**config.mk**
```make
export PLATFORM = sky130hd
export DESIGN_NAME = eth_tx_arbiter_flat
export DESIGN_NICKNAME = d
export VERILOG_FILES = /design/src/rtl/eth_pkg.sv /design/src/rtl/eth_tx_arbiter_if.sv /design/src/rtl/eth_tx_arbiter_rr.sv /design/src/rtl/eth_tx_arbiter.sv /design/src/flat_wrapper.sv
export SDC_FILE = /design/constraint.sdc
export NUM_CORES = 1
export LEC_CHECK = 0
export ABC_AREA = 0
export CELL_PAD_IN_SITES_DETAIL_PLACEMENT = 1
export CELL_PAD_IN_SITES_GLOBAL_PLACEMENT = 1
export CORE_MARGIN = 2
export CORE_UTILIZATION = 28
export CTS_BUF_LIST = sky130_fd_sc_hd__clkbuf_4 sky130_fd_sc_hd__clkbuf_8
export DETAILED_ROUTE_END_ITERATION = 16
export PLACE_DENSITY_LB_ADDON = 0.1
export SYNTH_ARGS = -nofsm -noshare
export SYNTH_HDL_FRONTEND = slang
export SYNTH_SLANG_ARGS = --single-unit
```
**constraint.sdc**
```tcl
create_clock -name clk -period 1.6 [get_ports clk]
set_input_delay 0.32 -clock clk [delete_from_list [all_inputs] [get_ports clk]]
set_output_delay 0.32 -clock clk [all_outputs]
set_load 0.1 [all_outputs]
```
**src/rtl/eth_pkg.sv**
```systemverilog
`default_nettype none
// +----------------------------------------------------------------------+
// | eth_pkg                                                              |
// | Shared Ethernet constants and the tx arbiter state encoding.         |
// | Revision: 1.0                                                        |
// +----------------------------------------------------------------------+
package eth_pkg;

  localparam logic [15:0] ETHERTYPE_ARP  = 16'h0806;
  localparam logic [15:0] ETHERTYPE_IPV4 = 16'h0800;
  localparam int          MAC_W          = 48;
  localparam int          ETHERTYPE_W    = 16;

  typedef enum logic [0:0] {
    ST_IDLE = 1'b0,
    ST_PASS = 1'b1
  } arb_state_t;

endpackage
`default_nettype wire

```
**src/rtl/eth_tx_arbiter_if.sv**
```systemverilog
`default_nettype none
// +----------------------------------------------------------------------+
// | eth_tx_arbiter_if                                                    |
// | Per-source AXIS inputs with sideband, plus the single merged output. |
// | Revision: 1.0                                                        |
// +----------------------------------------------------------------------+
interface eth_tx_arbiter_if
  import eth_pkg::*;
#(
  parameter int NUM_SOURCES = 2,
  parameter int AXIS_BYTES  = 4
);
  localparam int SRC_W = $clog2(NUM_SOURCES);

  logic [NUM_SOURCES-1:0]              axis_i_tready;
  logic [NUM_SOURCES-1:0]              axis_i_tvalid;
  logic [NUM_SOURCES-1:0]              axis_i_tlast;
  logic [NUM_SOURCES*AXIS_BYTES-1:0]   axis_i_tkeep;
  logic [NUM_SOURCES*AXIS_BYTES*8-1:0] axis_i_tdata;
  logic [NUM_SOURCES*MAC_W-1:0]        axis_i_dst_mac;
  logic [NUM_SOURCES*ETHERTYPE_W-1:0]  axis_i_ethertype;

  logic                                axis_o_tready;
  logic                                axis_o_tvalid;
  logic                                axis_o_tlast;
  logic [AXIS_BYTES-1:0]               axis_o_tkeep;
  logic [AXIS_BYTES*8-1:0]             axis_o_tdata;
  logic [MAC_W-1:0]                    axis_o_dst_mac;
  logic [ETHERTYPE_W-1:0]              axis_o_ethertype;
  logic [SRC_W-1:0]                    axis_o_src;

  // Arbiter-side view
  modport slave (
    output axis_i_tready,
    input  axis_i_tvalid, axis_i_tlast, axis_i_tkeep, axis_i_tdata,
    input  axis_i_dst_mac, axis_i_ethertype,
    input  axis_o_tready,
    output axis_o_tvalid, axis_o_tlast, axis_o_tkeep, axis_o_tdata,
    output axis_o_dst_mac, axis_o_ethertype, axis_o_src
  );

  // Environment-side view (sources and downstream framer)
  modport master (
    input  axis_i_tready,
    output axis_i_tvalid, axis_i_tlast, axis_i_tkeep, axis_i_tdata,
    output axis_i_dst_mac, axis_i_ethertype,
    output axis_o_tready,
    input  axis_o_tvalid, axis_o_tlast, axis_o_tkeep, axis_o_tdata,
    input  axis_o_dst_mac, axis_o_ethertype, axis_o_src
  );

endinterface
`default_nettype wire

```
**src/rtl/eth_tx_arbiter_rr.sv**
```systemverilog
`default_nettype none
// +----------------------------------------------------------------------+
// | rr_arbiter                                                           |
// | Combinational round-robin pick, searching from last+1 upward.        |
// | Revision: 1.0                                                        |
// +----------------------------------------------------------------------+
module rr_arbiter #(
  parameter  int NUM   = 2,
  localparam int IDX_W = $clog2(NUM)
) (
  input  logic [NUM-1:0]   req,
  input  logic [IDX_W-1:0] last,
  output logic             gnt_valid,
  output logic [IDX_W-1:0] gnt_idx
);

  int w_pos;

  // Walk offsets from farthest to nearest so the nearest requester wins.
  always_comb begin
    gnt_valid = 1'b0;
    gnt_idx   = last;
    w_pos     = 0;
    for (int k = NUM; k >= 1; k--) begin
      w_pos = (int'(last) + k) % NUM;
      if (req[IDX_W'(w_pos)]) begin
        gnt_valid = 1'b1;
        gnt_idx   = IDX_W'(w_pos);
      end
    end
  end

endmodule
`default_nettype wire

```
**src/rtl/eth_tx_arbiter.sv**
```systemverilog
`default_nettype none
// +----------------------------------------------------------------------+
// | eth_tx_arbiter                                                       |
// | Packet-level round-robin merge of AXIS sources with MAC/type sideband.|
// | Revision: 1.0                                                        |
// +----------------------------------------------------------------------+
module eth_tx_arbiter
  import eth_pkg::*;
#(
  parameter int AXIS_BYTES  = 4,
  parameter int NUM_SOURCES = 2
) (
  input  logic             clk,
  input  logic             sresetn,
  eth_tx_arbiter_if.slave  bus
);

  localparam int               SRC_W      = $clog2(NUM_SOURCES);
  localparam int               DATA_W     = AXIS_BYTES * 8;
  localparam logic [SRC_W-1:0] C_LAST_SRC = SRC_W'(NUM_SOURCES - 1);

  arb_state_t             r_state;
  arb_state_t             w_state_nxt;
  logic [SRC_W-1:0]       r_grant;
  logic [SRC_W-1:0]       r_last_grant;
  logic [SRC_W-1:0]       w_gnt_idx;
  logic                   w_gnt_valid;
  logic                   w_in_ready;
  logic                   w_in_hs;
  logic [NUM_SOURCES-1:0] w_tready;

  logic                   w_sel_tvalid;
  logic                   w_sel_tlast;
  logic [AXIS_BYTES-1:0]  w_sel_tkeep;
  logic [DATA_W-1:0]      w_sel_tdata;
  logic [MAC_W-1:0]       w_sel_mac;
  logic [ETHERTYPE_W-1:0] w_sel_etype;

  logic                   r_o_tvalid;
  logic                   r_o_tlast;
  logic [AXIS_BYTES-1:0]  r_o_tkeep;
  logic [DATA_W-1:0]      r_o_tdata;
  logic [MAC_W-1:0]       r_o_mac;
  logic [ETHERTYPE_W-1:0] r_o_etype;
  logic [SRC_W-1:0]       r_o_src;

  rr_arbiter #(.NUM(NUM_SOURCES)) u_rr (
    .req       (bus.axis_i_tvalid),
    .last      (r_last_grant),
    .gnt_valid (w_gnt_valid),
    .gnt_idx   (w_gnt_idx)
  );

  assign w_sel_tvalid = bus.axis_i_tvalid[r_grant];
  assign w_sel_tlast  = bus.axis_i_tlast[r_grant];
  assign w_sel_tkeep  = bus.axis_i_tkeep[int'(r_grant)*AXIS_BYTES +: AXIS_BYTES];
  assign w_sel_tdata  = bus.axis_i_tdata[int'(r_grant)*DATA_W +: DATA_W];
  assign w_sel_mac    = bus.axis_i_dst_mac[int'(r_grant)*MAC_W +: MAC_W];
  assign w_sel_etype  = bus.axis_i_ethertype[int'(r_grant)*ETHERTYPE_W +: ETHERTYPE_W];

  assign w_in_ready = !r_o_tvalid || bus.axis_o_tready;
  assign w_in_hs    = (r_state == ST_PASS) && w_in_ready && w_sel_tvalid;

  always_ff @(posedge clk) begin
    if (!sresetn) r_state <= ST_IDLE;
    else          r_state <= w_state_nxt;
  end

  always_comb begin
    w_state_nxt = r_state;
    case (r_state)
      ST_IDLE: if (w_gnt_valid)            w_state_nxt = ST_PASS;
      ST_PASS: if (w_in_hs && w_sel_tlast) w_state_nxt = ST_IDLE;
      default:                             w_state_nxt = ST_IDLE;
    endcase
  end

  always_comb begin
    w_tready = '0;
    if (r_state == ST_PASS) w_tready[r_grant] = w_in_ready;
  end

  assign bus.axis_i_tready = w_tready;

  // Grant is held for the whole packet, even across source tvalid gaps.
  always_ff @(posedge clk) begin
    if (!sresetn) begin
      r_grant      <= '0;
      r_last_grant <= C_LAST_SRC;
    end else if (r_state == ST_IDLE && w_gnt_valid) begin
      r_grant      <= w_gnt_idx;
      r_last_grant <= w_gnt_idx;
    end
  end

  always_ff @(posedge clk) begin
    if (!sresetn) begin
      r_o_tvalid <= 1'b0;
      r_o_tlast  <= 1'b0;
      r_o_tkeep  <= '0;
      r_o_tdata  <= '0;
      r_o_mac    <= '0;
      r_o_etype  <= '0;
      r_o_src    <= '0;
    end else if (w_in_hs) begin
      r_o_tvalid <= 1'b1;
      r_o_tlast  <= w_sel_tlast;
      r_o_tkeep  <= w_sel_tkeep;
      r_o_tdata  <= w_sel_tdata;
      r_o_mac    <= w_sel_mac;
      r_o_etype  <= w_sel_etype;
      r_o_src    <= r_grant;
    end else if (bus.axis_o_tready) begin
      r_o_tvalid <= 1'b0;
    end
  end

  assign bus.axis_o_tvalid    = r_o_tvalid;
  assign bus.axis_o_tlast     = r_o_tlast;
  assign bus.axis_o_tkeep     = r_o_tkeep;
  assign bus.axis_o_tdata     = r_o_tdata;
  assign bus.axis_o_dst_mac   = r_o_mac;
  assign bus.axis_o_ethertype = r_o_etype;
  assign bus.axis_o_src       = r_o_src;

endmodule
`default_nettype wire
```
**src/flat_wrapper.sv**
```systemverilog
// flat-port wrapper written by rule: the top's interface ports become plain ports
module eth_tx_arbiter_flat import eth_pkg::*;
#(
  parameter int AXIS_BYTES  = 4,
  parameter int NUM_SOURCES = 2
)
  (clk, sresetn, bus_axis_i_tready, bus_axis_i_tvalid, bus_axis_i_tlast, bus_axis_i_tkeep, bus_axis_i_tdata, bus_axis_i_dst_mac, bus_axis_i_ethertype, bus_axis_o_tready, bus_axis_o_tvalid, bus_axis_o_tlast, bus_axis_o_tkeep, bus_axis_o_tdata, bus_axis_o_dst_mac, bus_axis_o_ethertype, bus_axis_o_src);
  eth_tx_arbiter_if #(.NUM_SOURCES(NUM_SOURCES), .AXIS_BYTES(AXIS_BYTES)) bus_i ();
  input  logic clk;
  input  logic sresetn;
  output wire logic [$bits(bus_i.axis_i_tready)-1:0] bus_axis_i_tready;
  input wire logic [$bits(bus_i.axis_i_tvalid)-1:0] bus_axis_i_tvalid;
  input wire logic [$bits(bus_i.axis_i_tlast)-1:0] bus_axis_i_tlast;
  input wire logic [$bits(bus_i.axis_i_tkeep)-1:0] bus_axis_i_tkeep;
  input wire logic [$bits(bus_i.axis_i_tdata)-1:0] bus_axis_i_tdata;
  input wire logic [$bits(bus_i.axis_i_dst_mac)-1:0] bus_axis_i_dst_mac;
  input wire logic [$bits(bus_i.axis_i_ethertype)-1:0] bus_axis_i_ethertype;
  input wire logic [$bits(bus_i.axis_o_tready)-1:0] bus_axis_o_tready;
  output wire logic [$bits(bus_i.axis_o_tvalid)-1:0] bus_axis_o_tvalid;
  output wire logic [$bits(bus_i.axis_o_tlast)-1:0] bus_axis_o_tlast;
  output wire logic [$bits(bus_i.axis_o_tkeep)-1:0] bus_axis_o_tkeep;
  output wire logic [$bits(bus_i.axis_o_tdata)-1:0] bus_axis_o_tdata;
  output wire logic [$bits(bus_i.axis_o_dst_mac)-1:0] bus_axis_o_dst_mac;
  output wire logic [$bits(bus_i.axis_o_ethertype)-1:0] bus_axis_o_ethertype;
  output wire logic [$bits(bus_i.axis_o_src)-1:0] bus_axis_o_src;
  assign bus_axis_i_tready = bus_i.axis_i_tready;
  assign bus_i.axis_i_tvalid = bus_axis_i_tvalid;
  assign bus_i.axis_i_tlast = bus_axis_i_tlast;
  assign bus_i.axis_i_tkeep = bus_axis_i_tkeep;
  assign bus_i.axis_i_tdata = bus_axis_i_tdata;
  assign bus_i.axis_i_dst_mac = bus_axis_i_dst_mac;
  assign bus_i.axis_i_ethertype = bus_axis_i_ethertype;
  assign bus_i.axis_o_tready = bus_axis_o_tready;
  assign bus_axis_o_tvalid = bus_i.axis_o_tvalid;
  assign bus_axis_o_tlast = bus_i.axis_o_tlast;
  assign bus_axis_o_tkeep = bus_i.axis_o_tkeep;
  assign bus_axis_o_tdata = bus_i.axis_o_tdata;
  assign bus_axis_o_dst_mac = bus_i.axis_o_dst_mac;
  assign bus_axis_o_ethertype = bus_i.axis_o_ethertype;
  assign bus_axis_o_src = bus_i.axis_o_src;
  eth_tx_arbiter #(.AXIS_BYTES(AXIS_BYTES), .NUM_SOURCES(NUM_SOURCES)) u_core (.clk(clk), .sresetn(sresetn), .bus(bus_i));
endmodule
```
* Word-level counts from Yosys, hierarchy flattened
Cells that the tools add are included.
Word-level totals: output and inout bits 105, register bits after elaboration 106, logic and storage cells 51
Cells by class: bitwise gates (word level) 2, muxes and demuxes 20, multipliers 1, shifts and indexed selects 4, $lt $le $gt $ge 4, reductions and logical operators 8, $add $sub $neg 2
Operators with widths (count):
- $shiftx A96 B32 Y48 | 1
- $shiftx A64 B7 Y32 | 1
- $shiftx A32 B6 Y16 | 1
- $mux W1 | 17
- $shiftx A8 B4 Y4 | 1
- $lt A1 B3 Y1 const B | 2
- $logic_and A1 B1 Y1 | 5
- $mul A1 B2 Y3 const B | 1
- $add A1 B1 Y1 const B | 2
- $and A2 B2 Y2 | 1
- $lt A1 B2 Y1 const B | 1
- $mux W2 | 1
- $pmux W1 S2 | 1
- $reduce_bool A2 Y1 | 1
- $demux W1 S1 | 1
- $ge A1 B1 Y1 const B | 1
- $logic_not A1 Y1 | 1
- $logic_or A1 B1 Y1 | 1
- $not A1 Y1 | 1

* Logic depth before layout (Yosys ltp)
depth in word-level cells 8, depth in mapped cells 6, mapped depth without buffers 3

* Modules after synthesis
A second synthesis with hierarchy kept.
Second synthesis, totals: cell total of the unflattened synthesis 578, area, all modules 5522.8 µm²
By module, submodules not included:
- eth_tx_arbiter | cells an instance 576, area an instance 5506.5 µm², seq. area each 2122.0 µm², instances 1
- rr_arbiter | cells an instance 2, area an instance 16.3 µm², seq. area each 0.0 µm², instances 1

* Worst setup path after synthesis
No wires, ideal clock.
path kind register to output, from register u_core.r_o_tvalid (netlist: u_core.bus.axis_o_tvalid), to output bus_axis_i_tready[0], arrival 2.307 ns, data required time 1.280 ns, setup slack -1.027 ns, cell stages (with the launch flop) 4, cells stage by stage dfxtp_1 > nand2b_1 > nand2_1 > nor2_1
On the way: cells in the longest elaborated chain, start to end 4
RTL lines:
- start: declaration | RTL line eth_tx_arbiter.sv:39 | logic r_o_tvalid;
- start signal: assignment | RTL line eth_tx_arbiter.sv:98 | r_o_tvalid <= 1'b0;
- start signal: assignment | RTL line eth_tx_arbiter.sv:106 | r_o_tvalid <= 1'b1;
- start signal: assignment | RTL line eth_tx_arbiter.sv:114 | r_o_tvalid <= 1'b0;
- $logic_not A1 Y1 | RTL line eth_tx_arbiter.sv:61 | assign w_in_ready = !r_o_tvalid || bus.axis_o_tready;
- $logic_or A1 B1 Y1 | RTL line eth_tx_arbiter.sv:61
- $and A2 B2 Y2 (no line)
- $mux W2 | RTL line eth_tx_arbiter.sv:80 | if (r_state == ST_PASS) w_tready[r_grant] = w_in_ready;
- end: declaration | RTL line flat_wrapper.sv:11 | output wire logic [$bits(bus_i.axis_i_tready)-1:0] bus_axis_i_tready;
No other way between the ends.

* Worst setup path after layout
from register u_core.r_grant, to register u_core.r_o_mac[3] (netlist: u_core.bus.axis_o_dst_mac[3])
On the way: cells in the longest elaborated chain, start to end 3, elaborated cells between the ends (all ways) 5, those cells by class mul (1); shift (1); mux (2); reduce/logical (1)
RTL lines:
- start: declaration | RTL line eth_tx_arbiter.sv:24 | logic [SRC_W-1:0] r_grant;
- start signal: assignment | RTL line eth_tx_arbiter.sv:91 | r_grant <= w_gnt_idx;
- branches (longest 3 deep; another with $mul A1 B2 Y3)
- end signal: assignment | RTL line eth_tx_arbiter.sv:110 | r_o_mac <= w_sel_mac;
- end: declaration | RTL line eth_tx_arbiter.sv:43 | logic [MAC_W-1:0] r_o_mac;
Several ways; the timed one is not identified. The select of a mux whose other input is x is not followed. A chain may end at the register's enable or synchronous reset.

==> flow_metrics.tcl <==
set metrics [dict create \
    rows 51 \
    ys.warnings.count 0 \
    rsz0062_at_grt "true" \
    p_per_area_nw_per_um2 716 \
    fin_crit_sh_pct 100 \
    relSlewSlack_pct 78.5 \
    synth_largest_area_cell "dfxtp_1" \
    synth_top_flop_cell "dfxtp_1" \
    synth_area_leaders "dfxtp_1 (38%), mux2_2 (21%), mux2i_1 (18%)" \
    ir_worst_vdd_uv 375 \
    synth-seq-cells 106 \
    start_util_pct 28.5 \
    gr-total-overflow 0 \
    die_x_um 144 \
    critPathKind "reg2reg" \
    maxCapViolCount 0 \
    track_usage_pct 17.5 \
    leakagePower_nw 4.57 \
    worstSkewPairLatency_ns 0.38 \
    ys_seq_area_share_pct 38.4 \
    skew_ns 0.00773 \
    core_area_sq_um 19400 \
    first_global_vias 5506 \
    hold_slack_ns 0.235 \
    place_congestion 0.716 \
    numCtsBuffers 9 \
    setup_ws_ns -0.00195 \
    fmax_mhz 624 \
    areaGrowthSynthToFinish_pct 91.4 \
    path_common_cell "buf_8" \
    dieArea_sq_um 20900 \
    tightest_slew_ns 0.322 \
    grt_max_degree 67 \
    fill_cells 2095 \
    wl_um 19600 \
    cts_tree "done" \
    syn_inst 576 \
    path_cells "buf_6 -> mux2_4 -> nand3_4 -> buf_8 -> buf_8 -> mux2i_1" \
    crit_fanout 8 \
    first_pass_iters 4 \
    cts.sink_count 106 \
    die-height_um 144 \
    portBuffers 311 \
    min_period_ns 1.60 \
    h-tree-depth 3 \
    drv_slew 0 \
    final_core_util_pct 54.5 \
    netlist_area_sq_um 5520 \
    io_pins 312 \
    yosys-top-cells-count "nand2_1 (203), dfxtp_1 (106), mux2_2 (101), mux2i_1 (101), clkbuf_1 (20)" \
    final_hold_viol_count 0 \
    clkTransAtPathRegs_ns 0.10 \
    antenna_found_initial 0 \
    synth-edff-count 0 \
    antenna_cells 0 \
    yosysMostFrequentCell "nand2_1" \
    place_area_sq_um 9920 \
    failed_checks "setup timing" \
    cpPeakStageDelay_ns 0.42 \
    drive_gt1_share_pct 30.5 \
    grt_pass1_wl_um 28100 \
    wl_per_cell_um 16.9 \
    worstPathRequired_ns 1.90 \
    cts_hold_buf 0 \
    yosysUniqueCellTypes 25 \
    worstPathArrival_ns 1.91 \
    async_reset_ff_share_pct 0 \
    ant_nets 0 \
    initialDrtViolationCount 101 \
    start_kind "flip-flop" \
    syn_nets 783 \
    via_count 5195 \
    avgViaCountPerCell 4.48 \
    hold_path_class "in2reg" \
    setup_viol 2 \
    clockBufferDepth 2 \
    cts-root-buf "clkbuf_8" \
    avgSynthCellArea_sq_um 9.58 \
    outcome "finished, violations left" \
    synth_top_area_share_pct 38.4 \
    nets 1098 \
    final_cell_area_sq_um 10600 \
    dp_hpwl_um 14800 \
    crit_path_top_delay_cell "dfxtp_4" \
    drc_errors 0 \
    crit_path_end_kind "flip-flop" \
]
-- state kept, by name, summed over array words and instances (netlist names) --
register / cells
u_core.bus.axis_o_src: 1
u_core.bus.axis_o_tdata: 32
u_core.bus.axis_o_ethertype: 16
u_core.r_grant: 1
u_core.bus.axis_o_tlast: 1
u_core.r_last_grant: 1
u_core.r_state: 1
u_core.bus.axis_o_tkeep: 4
u_core.bus.axis_o_dst_mac: 48
u_core.bus.axis_o_tvalid: 1
-- what timing repair did --
action / in CTS / in global routing
pin swaps: 1 / 2
endpoints found under the setup margin: 2 / 91
setup buffers: 7 / 3
cloned: 3 / 8
gates resized for setup: 11 / 22
-- layer usage --
layer / up-vias / routed length (um) / GRT usage [%]
li1: 2551 / - / -
met4: 0 / 217 / 3.83
met1: 2465 / 6830 / 17.3
met2: 167 / 11100 / 34.7
met5: - / 0 / 0
met3: 12 / 1490 / 6.19
-- critical path, delay by kind of cell (launching register included) --
| family | cells | cell delay [ns] |
|---|---|---|
| multiplexers | 2 | 0.53 |
| buffers and inverters | 3 | 0.44 |
| flip-flops | 1 | 0.42 |
| AND/OR/NAND/NOR | 1 | 0.13 |
-- path summary, 6_finish.rpt --
kind              slack (ns)           startpoint  cells after the start                      endpoint
setup / recovery      -0.002       u_core.r_grant                      6  u_core.bus.axis_o_dst_mac[3]
hold / removal          0.24              sresetn                      2           u_core.r_last_grant
setup reg to reg      -0.002       u_core.r_grant                      6  u_core.bus.axis_o_dst_mac[3]
hold reg to reg         0.50  u_core.r_last_grant                      2           u_core.r_last_grant
-- per-stage QoR --
step	worst slack [ns]	instances	power, W	setup TNS (ns)
finish	-0.00195	1159	0.00756	-0.00254
CTS	-0.0400	1149	0.00760	-0.261
detailed placement	-0.369	1125	0.00584	-34.15
global route	-0.0907	1159	0.00793	-1.92
floorplan	0.0188	576	0.00455	0
global placement	-0.299	1125	0.00578	-29.30
-- cell families after synthesis --
group | Yosys count | synth area share [%]
simple gates | 214 | 15.1
flops | 106 | 38.4
mux | 203 | 39.2
buf+inv | 47 | 6.55
compound gates | 6 | 0.680
-- power breakdown --
part           switching [W]  total (W)  internal [W]
Combinational        0.00155    0.00298       0.00143
Sequential          0.000154    0.00293       0.00277
Clock               0.000924    0.00165      0.000731
-- cell type report --
class	instances	area (sq um)	area share, %
Multi-Input combinational cell	423	3080	29.2
Sequential cell	106	2130	20.2
Timing Repair Buffer	351	4830	45.7
Tap cell	265	332	3.14
Clock buffer	10	131	1.24
Clock inverter	4	53.8	0.509
-- layout by cell type, fill, tap and decap left out, types with 2 or more instances in the layout --
| cell type | Yosys | layout |
|---|---|---|
| clkbuf_8 | 0 | 9 |
| clkinvlp_4 | 0 | 2 |
| o21ai_0 | 2 | 2 |
| mux2i_2 | 0 | 3 |
| buf_6 | 0 | 5 |
| buf_8 | 0 | 4 |
| clkdlybuf4s50_1 | 0 | 204 |
| nand2_1 | 203 | 202 |
| buf_4 | 7 | 12 |
| buf_12 | 9 | 114 |
| mux2i_1 | 101 | 98 |
| clkbuf_16 | 0 | 7 |
| mux2_2 | 101 | 101 |
| dfxtp_1 | 106 | 103 |
| buf_16 | 0 | 3 |
| dfxtp_4 | 0 | 3 |
Note: power is estimated with default switching activity, not from simulation.
